<file path="src/rtl/id_ex_stage_if.sv">
// ID/EX stage bus: decoded instruction fields from ID, registered copies
// towards EX, and the pipeline control signals flush, hold and stall.
interface id_ex_stage_if #(
  parameter int XLEN  = 32,
  parameter int CNT_W = 16
);
  // ID side
  logic             id_valid;
  logic             id_mem_rd;
  logic             id_mem_wr;
  logic             id_reg_wr;
  logic             id_mux_reg_wr;
  logic             id_mux_ula;
  logic             id_branch;
  logic [1:0]       id_ula_op;
  logic [XLEN-1:0]  id_pc;
  logic [XLEN-1:0]  id_rs1_data;
  logic [XLEN-1:0]  id_rs2_data;
  logic [XLEN-1:0]  id_imm;
  logic [4:0]       id_rs1;
  logic [4:0]       id_rs2;
  logic [4:0]       id_rd;
  logic [2:0]       id_funct3;
  logic             id_funct7b5;
  // pipeline control
  logic             flush;
  logic             hold;
  logic             stall;
  // EX side
  logic             ex_valid;
  logic             ex_mem_rd;
  logic             ex_mem_wr;
  logic             ex_reg_wr;
  logic             ex_mux_reg_wr;
  logic             ex_mux_ula;
  logic             ex_branch;
  logic [1:0]       ex_ula_op;
  logic [XLEN-1:0]  ex_pc;
  logic [XLEN-1:0]  ex_rs1_data;
  logic [XLEN-1:0]  ex_rs2_data;
  logic [XLEN-1:0]  ex_imm;
  logic [4:0]       ex_rs1;
  logic [4:0]       ex_rs2;
  logic [4:0]       ex_rd;
  logic [2:0]       ex_funct3;
  logic             ex_funct7b5;
  logic [CNT_W-1:0] bubble_cnt;

  // Driver of the ID fields and pipeline controls.
  modport master (
    output id_valid, id_mem_rd, id_mem_wr, id_reg_wr, id_mux_reg_wr, id_mux_ula,
           id_branch, id_ula_op, id_pc, id_rs1_data, id_rs2_data, id_imm,
           id_rs1, id_rs2, id_rd, id_funct3, id_funct7b5, flush, hold,
    input  stall, ex_valid, ex_mem_rd, ex_mem_wr, ex_reg_wr, ex_mux_reg_wr,
           ex_mux_ula, ex_branch, ex_ula_op, ex_pc, ex_rs1_data, ex_rs2_data,
           ex_imm, ex_rs1, ex_rs2, ex_rd, ex_funct3, ex_funct7b5, bubble_cnt
  );

  // The pipeline register itself.
  modport slave (
    input  id_valid, id_mem_rd, id_mem_wr, id_reg_wr, id_mux_reg_wr, id_mux_ula,
           id_branch, id_ula_op, id_pc, id_rs1_data, id_rs2_data, id_imm,
           id_rs1, id_rs2, id_rd, id_funct3, id_funct7b5, flush, hold,
    output stall, ex_valid, ex_mem_rd, ex_mem_wr, ex_reg_wr, ex_mux_reg_wr,
           ex_mux_ula, ex_branch, ex_ula_op, ex_pc, ex_rs1_data, ex_rs2_data,
           ex_imm, ex_rs1, ex_rs2, ex_rd, ex_funct3, ex_funct7b5, bubble_cnt
  );
endinterface

</file>
<file path="src/rtl/id_ex_stage.sv">
// ID/EX pipeline register with load-use hazard detection, flush/hold
// handling and a saturating count of inserted bubbles.
module id_ex_stage #(
  parameter int XLEN  = 32,
  parameter int CNT_W = 16
) (
  input  logic         clk,
  input  logic         rst,
  id_ex_stage_if.slave bus
);

  logic rs2_used;
  logic hazard;
  logic bubble;
  logic load_ctrl;

  // Hazard detection and stall: the instruction in ID reads the register a
  // load in EX has not produced yet. rs1 is always compared, so U/J types
  // may stall spuriously; that costs one cycle and is harmless.
  always_comb begin
    rs2_used  = ~bus.id_mux_ula | bus.id_mem_wr | bus.id_branch;
    hazard    = bus.ex_valid & bus.ex_mem_rd & bus.id_valid & (bus.ex_rd != 5'd0) &
                ((bus.ex_rd == bus.id_rs1) | (rs2_used & (bus.ex_rd == bus.id_rs2)));
    bubble    = bus.flush | hazard;
    load_ctrl = ~bubble & bus.id_valid;
  end

  // NOTE: stall has no register on purpose -- it must freeze PC and IF/ID in
  // the same cycle the hazard appears, and a flush overrides it because the
  // stalled instruction is being killed anyway.
  assign bus.stall = bus.hold | (hazard & ~bus.flush);

  // Pipeline register: reset > hold > bubble (flush/hazard) > load.
  // NOTE: non-blocking assignments throughout, so every ex_* field updates
  // from the pre-edge values regardless of statement order.
  always_ff @(posedge clk) begin
    if (rst) begin
      bus.ex_valid      <= 1'b0;
      bus.ex_mem_rd     <= 1'b0;
      bus.ex_mem_wr     <= 1'b0;
      bus.ex_reg_wr     <= 1'b0;
      bus.ex_mux_reg_wr <= 1'b0;
      bus.ex_mux_ula    <= 1'b0;
      bus.ex_branch     <= 1'b0;
      bus.ex_ula_op     <= 2'b00;
      bus.ex_pc         <= '0;
      bus.ex_rs1_data   <= '0;
      bus.ex_rs2_data   <= '0;
      bus.ex_imm        <= '0;
      bus.ex_rs1        <= 5'd0;
      bus.ex_rs2        <= 5'd0;
      bus.ex_rd         <= 5'd0;
      bus.ex_funct3     <= 3'd0;
      bus.ex_funct7b5   <= 1'b0;
      bus.bubble_cnt    <= '0;
    end else if (!bus.hold) begin
      // Data and index fields always follow ID; in a bubble they are ignored
      // because ex_valid and the control bits are cleared.
      bus.ex_pc       <= bus.id_pc;
      bus.ex_rs1_data <= bus.id_rs1_data;
      bus.ex_rs2_data <= bus.id_rs2_data;
      bus.ex_imm      <= bus.id_imm;
      bus.ex_rs1      <= bus.id_rs1;
      bus.ex_rs2      <= bus.id_rs2;
      bus.ex_rd       <= bus.id_rd;
      bus.ex_funct3   <= bus.id_funct3;
      bus.ex_funct7b5 <= bus.id_funct7b5;

      // Control bits pass only for a real, non-bubbled instruction.
      bus.ex_valid      <= load_ctrl;
      bus.ex_mem_rd     <= load_ctrl & bus.id_mem_rd;
      bus.ex_mem_wr     <= load_ctrl & bus.id_mem_wr;
      bus.ex_reg_wr     <= load_ctrl & bus.id_reg_wr;
      bus.ex_mux_reg_wr <= load_ctrl & bus.id_mux_reg_wr;
      bus.ex_mux_ula    <= load_ctrl & bus.id_mux_ula;
      bus.ex_branch     <= load_ctrl & bus.id_branch;
      bus.ex_ula_op     <= load_ctrl ? bus.id_ula_op : 2'b00;

      if (bubble && (bus.bubble_cnt != {CNT_W{1'b1}}))
        bus.bubble_cnt <= bus.bubble_cnt + CNT_W'(1);
    end
  end

endmodule

</file>
<file path="src/flat_wrapper.sv">
// flat-port wrapper written by rule: the top's interface ports become plain ports
module id_ex_stage_flat 
#(
  parameter int XLEN  = 32,
  parameter int CNT_W = 16
)
  (clk, rst, bus_id_valid, bus_id_mem_rd, bus_id_mem_wr, bus_id_reg_wr, bus_id_mux_reg_wr, bus_id_mux_ula, bus_id_branch, bus_id_ula_op, bus_id_pc, bus_id_rs1_data, bus_id_rs2_data, bus_id_imm, bus_id_rs1, bus_id_rs2, bus_id_rd, bus_id_funct3, bus_id_funct7b5, bus_flush, bus_hold, bus_stall, bus_ex_valid, bus_ex_mem_rd, bus_ex_mem_wr, bus_ex_reg_wr, bus_ex_mux_reg_wr, bus_ex_mux_ula, bus_ex_branch, bus_ex_ula_op, bus_ex_pc, bus_ex_rs1_data, bus_ex_rs2_data, bus_ex_imm, bus_ex_rs1, bus_ex_rs2, bus_ex_rd, bus_ex_funct3, bus_ex_funct7b5, bus_bubble_cnt);
  id_ex_stage_if #(.XLEN(XLEN), .CNT_W(CNT_W)) bus_i ();
  input  logic clk;
  input  logic rst;
  input wire logic [$bits(bus_i.id_valid)-1:0] bus_id_valid;
  input wire logic [$bits(bus_i.id_mem_rd)-1:0] bus_id_mem_rd;
  input wire logic [$bits(bus_i.id_mem_wr)-1:0] bus_id_mem_wr;
  input wire logic [$bits(bus_i.id_reg_wr)-1:0] bus_id_reg_wr;
  input wire logic [$bits(bus_i.id_mux_reg_wr)-1:0] bus_id_mux_reg_wr;
  input wire logic [$bits(bus_i.id_mux_ula)-1:0] bus_id_mux_ula;
  input wire logic [$bits(bus_i.id_branch)-1:0] bus_id_branch;
  input wire logic [$bits(bus_i.id_ula_op)-1:0] bus_id_ula_op;
  input wire logic [$bits(bus_i.id_pc)-1:0] bus_id_pc;
  input wire logic [$bits(bus_i.id_rs1_data)-1:0] bus_id_rs1_data;
  input wire logic [$bits(bus_i.id_rs2_data)-1:0] bus_id_rs2_data;
  input wire logic [$bits(bus_i.id_imm)-1:0] bus_id_imm;
  input wire logic [$bits(bus_i.id_rs1)-1:0] bus_id_rs1;
  input wire logic [$bits(bus_i.id_rs2)-1:0] bus_id_rs2;
  input wire logic [$bits(bus_i.id_rd)-1:0] bus_id_rd;
  input wire logic [$bits(bus_i.id_funct3)-1:0] bus_id_funct3;
  input wire logic [$bits(bus_i.id_funct7b5)-1:0] bus_id_funct7b5;
  input wire logic [$bits(bus_i.flush)-1:0] bus_flush;
  input wire logic [$bits(bus_i.hold)-1:0] bus_hold;
  output wire logic [$bits(bus_i.stall)-1:0] bus_stall;
  output wire logic [$bits(bus_i.ex_valid)-1:0] bus_ex_valid;
  output wire logic [$bits(bus_i.ex_mem_rd)-1:0] bus_ex_mem_rd;
  output wire logic [$bits(bus_i.ex_mem_wr)-1:0] bus_ex_mem_wr;
  output wire logic [$bits(bus_i.ex_reg_wr)-1:0] bus_ex_reg_wr;
  output wire logic [$bits(bus_i.ex_mux_reg_wr)-1:0] bus_ex_mux_reg_wr;
  output wire logic [$bits(bus_i.ex_mux_ula)-1:0] bus_ex_mux_ula;
  output wire logic [$bits(bus_i.ex_branch)-1:0] bus_ex_branch;
  output wire logic [$bits(bus_i.ex_ula_op)-1:0] bus_ex_ula_op;
  output wire logic [$bits(bus_i.ex_pc)-1:0] bus_ex_pc;
  output wire logic [$bits(bus_i.ex_rs1_data)-1:0] bus_ex_rs1_data;
  output wire logic [$bits(bus_i.ex_rs2_data)-1:0] bus_ex_rs2_data;
  output wire logic [$bits(bus_i.ex_imm)-1:0] bus_ex_imm;
  output wire logic [$bits(bus_i.ex_rs1)-1:0] bus_ex_rs1;
  output wire logic [$bits(bus_i.ex_rs2)-1:0] bus_ex_rs2;
  output wire logic [$bits(bus_i.ex_rd)-1:0] bus_ex_rd;
  output wire logic [$bits(bus_i.ex_funct3)-1:0] bus_ex_funct3;
  output wire logic [$bits(bus_i.ex_funct7b5)-1:0] bus_ex_funct7b5;
  output wire logic [$bits(bus_i.bubble_cnt)-1:0] bus_bubble_cnt;
  assign bus_i.id_valid = bus_id_valid;
  assign bus_i.id_mem_rd = bus_id_mem_rd;
  assign bus_i.id_mem_wr = bus_id_mem_wr;
  assign bus_i.id_reg_wr = bus_id_reg_wr;
  assign bus_i.id_mux_reg_wr = bus_id_mux_reg_wr;
  assign bus_i.id_mux_ula = bus_id_mux_ula;
  assign bus_i.id_branch = bus_id_branch;
  assign bus_i.id_ula_op = bus_id_ula_op;
  assign bus_i.id_pc = bus_id_pc;
  assign bus_i.id_rs1_data = bus_id_rs1_data;
  assign bus_i.id_rs2_data = bus_id_rs2_data;
  assign bus_i.id_imm = bus_id_imm;
  assign bus_i.id_rs1 = bus_id_rs1;
  assign bus_i.id_rs2 = bus_id_rs2;
  assign bus_i.id_rd = bus_id_rd;
  assign bus_i.id_funct3 = bus_id_funct3;
  assign bus_i.id_funct7b5 = bus_id_funct7b5;
  assign bus_i.flush = bus_flush;
  assign bus_i.hold = bus_hold;
  assign bus_stall = bus_i.stall;
  assign bus_ex_valid = bus_i.ex_valid;
  assign bus_ex_mem_rd = bus_i.ex_mem_rd;
  assign bus_ex_mem_wr = bus_i.ex_mem_wr;
  assign bus_ex_reg_wr = bus_i.ex_reg_wr;
  assign bus_ex_mux_reg_wr = bus_i.ex_mux_reg_wr;
  assign bus_ex_mux_ula = bus_i.ex_mux_ula;
  assign bus_ex_branch = bus_i.ex_branch;
  assign bus_ex_ula_op = bus_i.ex_ula_op;
  assign bus_ex_pc = bus_i.ex_pc;
  assign bus_ex_rs1_data = bus_i.ex_rs1_data;
  assign bus_ex_rs2_data = bus_i.ex_rs2_data;
  assign bus_ex_imm = bus_i.ex_imm;
  assign bus_ex_rs1 = bus_i.ex_rs1;
  assign bus_ex_rs2 = bus_i.ex_rs2;
  assign bus_ex_rd = bus_i.ex_rd;
  assign bus_ex_funct3 = bus_i.ex_funct3;
  assign bus_ex_funct7b5 = bus_i.ex_funct7b5;
  assign bus_bubble_cnt = bus_i.bubble_cnt;
  id_ex_stage #(.XLEN(XLEN), .CNT_W(CNT_W)) u_core (.clk(clk), .rst(rst), .bus(bus_i));
endmodule
</file>
<file path="config.mk">
export PLATFORM = sky130hd
export DESIGN_NAME = id_ex_stage_flat
export DESIGN_NICKNAME = d
export VERILOG_FILES = /design/src/rtl/id_ex_stage_if.sv /design/src/rtl/id_ex_stage.sv /design/src/flat_wrapper.sv
export SDC_FILE = /design/constraint.sdc
export NUM_CORES = 1
export LEC_CHECK = 0
export ABC_AREA = 1
export CORE_MARGIN = 2
export CORE_UTILIZATION = 40
export DETAILED_ROUTE_END_ITERATION = 16
export GPL_TIMING_DRIVEN = 0
export PLACE_DENSITY = 0.8
export RECOVER_POWER = 25
export SLEW_MARGIN = 0
export SYNTH_ARGS = -nofsm -noshare
export SYNTH_HDL_FRONTEND = slang
export SYNTH_SLANG_ARGS = --single-unit
export TNS_END_PERCENT = 1
</file>
<file path="constraint.sdc">
create_clock -name clk -period 2.05 [get_ports clk]
set_input_delay 0.41 -clock clk [delete_from_list [all_inputs] [get_ports clk]]
set_output_delay 0.41 -clock clk [all_outputs]
set_load 0.03 [all_outputs]
</file>
Yosys cells after proc, flatten, opt, wreduce, memory -nomap -nowiden
Cells that the tools add are included.
Operators by class
  $add $sub $neg: 1
  reductions and logical operators: 3
  multiplexer cells: 1
  equality and inequality tests: 3
  bitwise operators: 22
Operators by type and width (number)
  $add 16x1->16 const B: 1
  $ne 16x16->1 const B: 1
  $and 1x1->1: 13
  $eq 5x5->1: 2
  $or 1x1->1: 5
  $reduce_bool 5->1: 1
  $not 1->1: 4
  $mux 2: 1
  $reduce_and 2->1: 1
  $logic_and 1x1->1: 1
Word-level totals
  output and inout bits: 173
  register bits: 172
  word-level logic and storage cells: 48

Depth between registers and ports, before layout
Gate-level depths: netlist of the first run.
  word-level depth: 10
  mapped depth: 13
  depth with buffers taken out: 12

Worst setup path before layout of the first run
OpenSTA, ideal clock, no wires.
  path kind: flip-flop to output port
  start point: register u_core.bus.ex_rd[2] (netlist name)
  end point: output bus_stall
  required time: 1.640 ns
  data arrival time: 1.699 ns
  path slack: -0.059 ns
  cell stages (with the launch flop): 9
  cell sequence: dfxtp_1 -> inv_2 -> nand2_1 -> nand2_1 -> nor2_1 -> nand3_1 -> nand2_1 -> nand2_2 -> o21ai_0
On the way
  cells in the longest elaborated chain, start to end: 6
Ends and longest elaborated chain
  start, declared: line id_ex_stage_if.sv:66  | ex_imm, ex_rs1, ex_rs2, ex_rd, ex_funct3, ex_funct7b5, bubble_cnt
  start signal, assigned: line id_ex_stage.sv:65  | bus.ex_rd <= bus.id_rd;
  $eq 5x5->1: line id_ex_stage.sv:23  | ((bus.ex_rd == bus.id_rs1) | (rs2_used & (bus.ex_rd == bus.id_rs2)));
  $and 1x1->1: line id_ex_stage.sv:23
  $or 1x1->1: line id_ex_stage.sv:23
  $and 1x1->1 (*): line id_ex_stage.sv:22  | hazard = bus.ex_valid & bus.ex_mem_rd & bus.id_valid & (bus.ex_rd != 5'd0) &
  $and 1x1->1 (*): line id_ex_stage.sv:31  | assign bus.stall = bus.hold | (hazard & ~bus.flush);
  $or 1x1->1 (*): line id_ex_stage.sv:31
  end, declared: line flat_wrapper.sv:30  | output wire logic [$bits(bus_i.stall)-1:0] bus_stall;
Mark *: on every way between the ends. The rest lies on a longest branch, timed or not.

Worst setup path after layout of the first run
Ends and elaborated chain as after synthesis.

==> results of run 1 <==
repair_timing:
action | CTS | global route
buffers inserted | 1 | 0
hold endpoints to repair | 0 | 0
gates resized for setup | 24 | 3
hold buffers | 0 | 0
pin swaps | 6 | 1
setup endpoints to repair | 2 | 76
cells in the final DEF (no fill, tap or decap), types with 3 or more instances in the layout:
master and instances:
clkdlybuf4s50_1 318, nor2_1 307, dfxtp_1 168, o21ai_0 147, nand2_1 82, clkbuf_1 38
inv_1 33, a21oi_1 25, nand3_1 17, clkbuf_16 17, buf_2 13, nand4_1 11
dlygate4sd2_1 10, inv_2 8, xor2_1 8, clkinvlp_4 4, clkbuf_8 4, bufinv_16 3
dfxtp_2 3
final cells by class:
class	instances	area (um2)	area share [%]
Buffer	54	228	2.12
Clock buffer	21	480	4.48
Clock inverter	10	139	1.29
Inverter	42	158	1.47
Multi-Input combinational cell	613	2700	25.1
Sequential cell	172	3450	32.2
Tap cell	216	270	2.52
Timing Repair Buffer	332	3300	30.8
tightest hold or removal path, cell delays in order:
cell and delay, ps:
buf_2 170, o21ai_0 170, a21oi_1 40
worst max-delay path by stage:
stage / to / cells past startpoint
final: bus_stall / 9
after CTS: bus_stall / 9
after floorplan: bus_stall / 8
after global routing: bus_stall / 10
after detailed placement: bus_stall / 10
after global placement: bus_stall / 10
power by group through the flow:
stage / sequential [uW] / clock, uW / combinational (uW)
floorplan: 4190 / 0 / 431
global placement: 3750 / 0 / 1750
detailed placement: 3760 / 0 / 1760
CTS: 3690 / 3410 / 1770
global route: 3720 / 3570 / 1880
finish: 3690 / 3370 / 1750
per-stage QoR:
stage | hold WS, ps | setup WS [ps]
6_report | 412 | 8.54
5_1_grt | 401 | -77.0
4_1_cts | 399 | -2.56
3_5_place_dp | 458 | -697
3_3_place_gp | 451 | -635
2_1_floorplan | 479 | 171
cells by family (layout without fill, tap and decap cells):
| group | Yosys count | after routing | synth area share [%] |
|---|---|---|---|
| AOI/OAI and AO/OA | 174 | 174 | 13.4 |
| xor gates and xnor gates | 9 | 9 | 1.21 |
| adders and majority gates | 1 | 1 | 0.192 |
| buffers and inverters | 97 | 459 | 5.94 |
| DFF | 172 | 172 | 52.7 |
| and+or+nand+nor | 429 | 429 | 26.6 |
state kept, by name, indices dropped and copies added (netlist names), 2 cells and up:
signal,flops
u_core.bus.bubble_cnt,16
u_core.bus.ex_funct3,3
u_core.bus.ex_imm,32
u_core.bus.ex_pc,32
u_core.bus.ex_rd,5
u_core.bus.ex_rs1,5
u_core.bus.ex_rs1_data,32
u_core.bus.ex_rs2,5
u_core.bus.ex_rs2_data,32
u_core.bus.ex_ula_op,2
layer usage:
metal	GRT usage [%]	up-vias	wire length, um
met5	0	-	0
met1	27.2	3101	8440
met3	10.6	38	2290
li1	-	3501	-
met4	9.84	0	570
met2	44.6	283	11000
==> summary.txt, run 1 <==
Status
  • Outcome: finished, final reports clean

Cells and area
  • P&R area growth vs syn: 64.2%
  • Post-Layout Cell Count: 1,460
  • Fillers: 1,376
  • Post-Layout Inst Area: approximately 0.011 mm2
  • Final core utilization: 67.3%
  • Layout Nets: 1,393
  • Diodes inserted: 0
  • Layout cells sized above 1: under 10%

Drt
  • Vias: around 6,900
  • Avg WL per Cell: roughly 15 um
  • Starting DRT DRC Count: between 300 and 400
  • Final antenna-violating net count: 0
  • Vias per inst: 4.74
  • DRC: 0
  • First drt pass iteration count: 5
  • Wirelength, routed: between 20,000 and 25,000 um

Clock tree
  • CTS max path bufs: 2
  • Worst-path clk slew: roughly 70 ps
  • CTS tree: done
  • Clock Latency Late Sink: approximately 430 ps
  • Sink Count: 172
  • Clk root buf: clkbuf_16
  • CTS H-Tree Depth: 4
  • Num CTS Buffers: 17

Logic synthesis
  • Post-synth ARST share: 0%
  • Post-Synthesis Cell Area: around 0.0065 mm2
  • Synth Net Count: roughly 1,000
  • Biggest area consumer among synthesized cells: dfxtp_1
  • Synthesis warning total: 0
  • Post-synth EDFFs: 0
  • Main area contributors after synthesis: dfxtp_1 53%, nor2_1 18%, o21ai_0 11%
  • Synth top cells by count: 307 x nor2_1, 172 x dfxtp_1, 148 x o21ai_0
  • Most frequent cell after synthesis: nor2_1
  • Synth unique cells: 28
  • Synth Register Bits: ~170
  • Sequential share of the synthesized area: 52.7%
  • Syn Inst Count: around 880
  • Main flop type after synthesis: dfxtp_1
  • Post-synthesis average cell area: 7.41 um2
  • Synth top area share: approximately 53%

Placed design
  • Final HPWL DP: approximately 17,000 um
  • Dpl cells: about 1,400
  • Placer Congestion: approximately 0.89
  • Port bufs: between 300 and 400
  • Placed cell area: ~0.010 mm2

Critical path
  • Worst EP required: 1640 ps
  • FF-to-FF End: u_core.bus.ex_reg_wr
  • Critical Path Source: u_core.bus.ex_rd[2]
  • Worst path top cell family by delay: simple AND/OR/NAND/NOR gates
  • Startpoint types: register
  • CP max stage cell: dfxtp_4
  • CP max stage delay: approximately 370 ps
  • Cell depth of the worst flop-to-flop path: 12
  • Worst-path fanout max: 4
  • CP cell instances: inv_2 -> nand2_1 -> nand2_1 -> nor2_1 -> nand3_1 -> nand2_1 -> nand2_2 -> o21ai_2 -> buf_6
  • Setup crit end kind: primary output
  • Most frequent CP cell: nand2_1
  • CP bufs+invs: 2
  • Reg-to-reg critical path startpoint: u_core.bus.ex_rd[2]
  • Classification of the worst setup path: register to primary output
  • Flop-to-flop setup slack: between 100 and 150 ps
  • Crit path DAT: roughly 1600 ps

Power
  • Overall Power: 8820 uW
  • Clock network fraction of total power: a little under two fifths
  • Switching power: roughly 2400 uW
  • Sequential power share: 41.9%
  • Static Leakage: about 0.0044 uW
  • PD cells: just over 800 mW/mm2
  • Sw frac: between 20% and 30%
  • Int Power: 6390 uW
  • VDD IR-drop max: 0.650 mV
  • Combinational power share: about a fifth

GRT
  • Vias in the first global route: approximately 6,700
  • Antenna violations before repair: 0
  • Largest net degree at the start of global routing: 20
  • Gr usage total: 25.4%
  • First-pass GRT wire length: about 35,000 um
  • Remaining global-route overflow: 0

STA
  • Setup Skew: between 10 and 15 ps
  • RSZ-0062 raised after global routing: true
  • Period utilization: 99.6%
  • Sum Neg Setup Slack: 0 ps
  • Worst-Margin Slew: 625 ps
  • FMAX: ~0.49 GHz
  • Fin crit period: a little over 2000 ps
  • Max-slew headroom: between 50% and 60%
  • Final hold violations: 0
  • Max Slew Vio Count: 0
  • Final Setup Violations: 0

Worst hold path
  • Hold crit path type: primary input to register
  • Min-delay src: bus_hold
  • Worst Hold Endpoint: u_core.bus.ex_rd[1]
  • Hold path cells: 3

Die
  • Core ar.: about 0.016 mm2
  • Chip Height: ~130 um
  • Die X: ~130 um
  • Die area: 0.0174 mm2
  • Initial core utilization: about 40%
  • IO Pins: 333
  • Number of core rows: 46

Run
  • Max_cap viols: 0
Note: power is estimated with default switching activity, not from simulation.
==> run 2, diff against run 1 <==
CORE_MARGIN = default   (was 2)
CORE_UTILIZATION = 41   (was 40)
CTS_BUF_LIST = sky130_fd_sc_hd__clkbuf_2   (was default)
PLACE_DENSITY = 0.82   (was 0.8)
SLEW_MARGIN = 20   (was 0)
==> run 2 against run 1 <==
Compared with the run above: the flow now finishes with violations (setup timing); final area is 5.2% lower; global-route usage is 1.4 points higher; sequential power hardly changed; combinational power is 7% lower; fmax is 13% lower; sequential share of layout area is 1.9 points higher; clock power is 53% lower; hold slack worse by 310 ps; flip-flop and latch count stayed put; critical path type unchanged; critical endpoint unchanged; largest cell class is now flip-flops and latches.
==> summary.txt, run 2 (synthesis gave the netlist of run 1 again) <==
Status
  • Outcome: finished with violations
  • Failing checks: setup timing

Clock tree
  • CTS max path bufs: 2
  • Clock Latency Late Sink: just over 700 ps
  • CTS H-Tree Depth: 4
  • CTS tree: done
  • Sink Count: 172
  • Hold buffers post-CTS: 0
  • Clk root buf: clkbuf_2
  • Num CTS Buffers: 17
  • Worst-path clk slew: between 200 and 250 ps

Cells and area
  • Layout cells sized above 1: about 7.8%
  • Fillers: roughly 1,400
  • Post-Layout Cell Count: between 1,000 and 1,500
  • P&R area growth vs syn: 55.6%
  • Layout Nets: approximately 1,400
  • Commonest non-fill, non-tap cells in the layout: 305 x nor2_1, 165 x dfxtp_1, 157 x clkdlybuf4s50_1, 147 x o21ai_0, 147 x dlygate4sd2_1
  • Commonest non-fill, non-tap cell in the layout: nor2_1

Die
  • Die area: about 0.016 mm2
  • IO Pins: between 300 and 400
  • Chip Height: about 130 um
  • Core ar.: 0.0154 mm2
  • Number of core rows: 45
  • Initial core utilization: between 40% and 50%
  • Die X: around 130 um

STA
  • Sum Neg Setup Slack: -290 ps
  • Max-slew headroom: 59.3%
  • Final Setup Violations: 1
  • Fin crit period: 2340 ps
  • Worst-Margin Slew: 608 ps
  • Setup slack after layout: -290 ps
  • FMAX: around 0.43 GHz
  • Period utilization: 114%
  • RSZ-0062 raised after global routing: true
  • Final hold violations: 0
  • Max Slew Vio Count: 0
  • Setup Skew: ~28 ps

Critical path
  • Most frequent CP cell: nand2_2
  • Setup crit end kind: primary output
  • Worst EP required: around 1600 ps
  • CP max stage delay: 430 ps
  • Classification of the worst setup path: register to primary output
  • Crit path DAT: slightly below 2000 ps
  • Startpoint types: register
  • CP cell instances: inv_4 -> nand2_2 -> nand2_2 -> nor2_2 -> nand3_1 -> nand2_1 -> nand2_2 -> o21ai_1 -> buf_4
  • Worst-path fanout max: 4
  • CP max stage cell: dfxtp_4

Drt
  • Starting DRT DRC Count: about 380
  • Wirelength, routed: 22,200 um
  • Avg WL per Cell: 15.2 um
  • DRC: 0
  • Vias per inst: 4.83
  • Vias: between 7,000 and 8,000
  • First drt pass iteration count: 6
  • Final antenna-violating net count: 0

GRT
  • Antenna violations before repair: 1
  • Gr usage total: approximately 27%
  • Remaining global-route overflow: 0
  • Largest net degree at the start of global routing: 17
  • Vias in the first global route: about 6,700
  • First-pass GRT wire length: 33,900 um

Placed design
  • Final HPWL DP: between 15,000 and 20,000 um
  • Port bufs: between 300 and 400
  • Dpl cells: about 1,400
  • Placer Congestion: 0.877

Power
  • PD cells: 680 mW/mm2
  • Static Leakage: between 0.004 and 0.005 uW
  • VDD IR-drop max: roughly 0.5 mV

Worst hold path
  • Hold crit path type: primary input to register

Run
  • Max_cap viols: 0
-- run 2: changes by cell type in the layout (fill, tap and decap cells not counted), moves of 6 or more --
| cell | change |
|---|---|
| nand2_1 | -7 |
| dlygate4sd2_1 | +137 |
| nand2_2 | +6 |
| clkdlybuf4s15_1 | +9 |
| clkbuf_2 | +31 |
| clkdlybuf4s50_1 | -161 |
| clkbuf_16 | -17 |
-- run 2: repair_timing --
action                     CTS  global route
resized for setup          202            35
pin swaps                    6             9
setup buffers                3             2
setup endpoints to repair  173            21
-- run 2: critical path, delay by kind of cell, from the launching register on --
family	cells	cell delay (ps)
compound gates	1	130
buf+inv	2	230
flops	1	430
simple gates	6	420
-- run 2: path summary, 6_finish.rpt --
kind                                             end  slack [ps]            startpoint  cells after the start
worst max-delay path                       bus_stall        -290   u_core.bus.ex_rd[3]                      9
worst min-delay path            u_core.bus.ex_pc[11]         100              bus_hold                      3
worst max register to register  u_core.bus.ex_mem_wr         180   u_core.bus.ex_rd[3]                     13
worst min register to register  u_core.bus.ex_reg_wr         480  u_core.bus.ex_reg_wr                      2
-- run 2: area by class of cell --
class	count	area [um2]	share of cell area (%)
tap	211	264	2.60
sequential	172	3460	34.1
buffer	55	230	2.26
inverter	42	163	1.60
clock buffer	22	110	1.08
clock inverter	8	72.6	0.714
antenna	1	2.50	0.0246
multi-input combinational	613	2720	26.8
timing repair buffer	336	3140	30.9
-- run 2: routing by layer --
metal / GRT usage (%) / share of wire (%)
met5: 0 / 0
met4: 12.4 / 3.6
met2: 47.7 / 49
met3: 10.5 / 10
met1: 27.6 / 37
-- run 2: power breakdown --
group          switching [uW]  leakage (uW)  internal (uW)
combinational             974       0.00323            661
sequential                121       0.00143           3570
clock                    1150      0.000123            438
-- run 2: per-stage QoR --
stage                     cell area [um2]  hold WS [ps]  util (%)  setup slack, ps  power (uW)
after detailed placement            10100           456      65.8             -637        5520
after CTS                           10200          32.0      66.0             -334        6930
after global routing                10200          67.9      66.1             -456        7230
final                               10200           101      66.1             -290        6910
after floorplan                      6530           479         -              171        4620
after global placement              10100           452      65.8             -603        5500
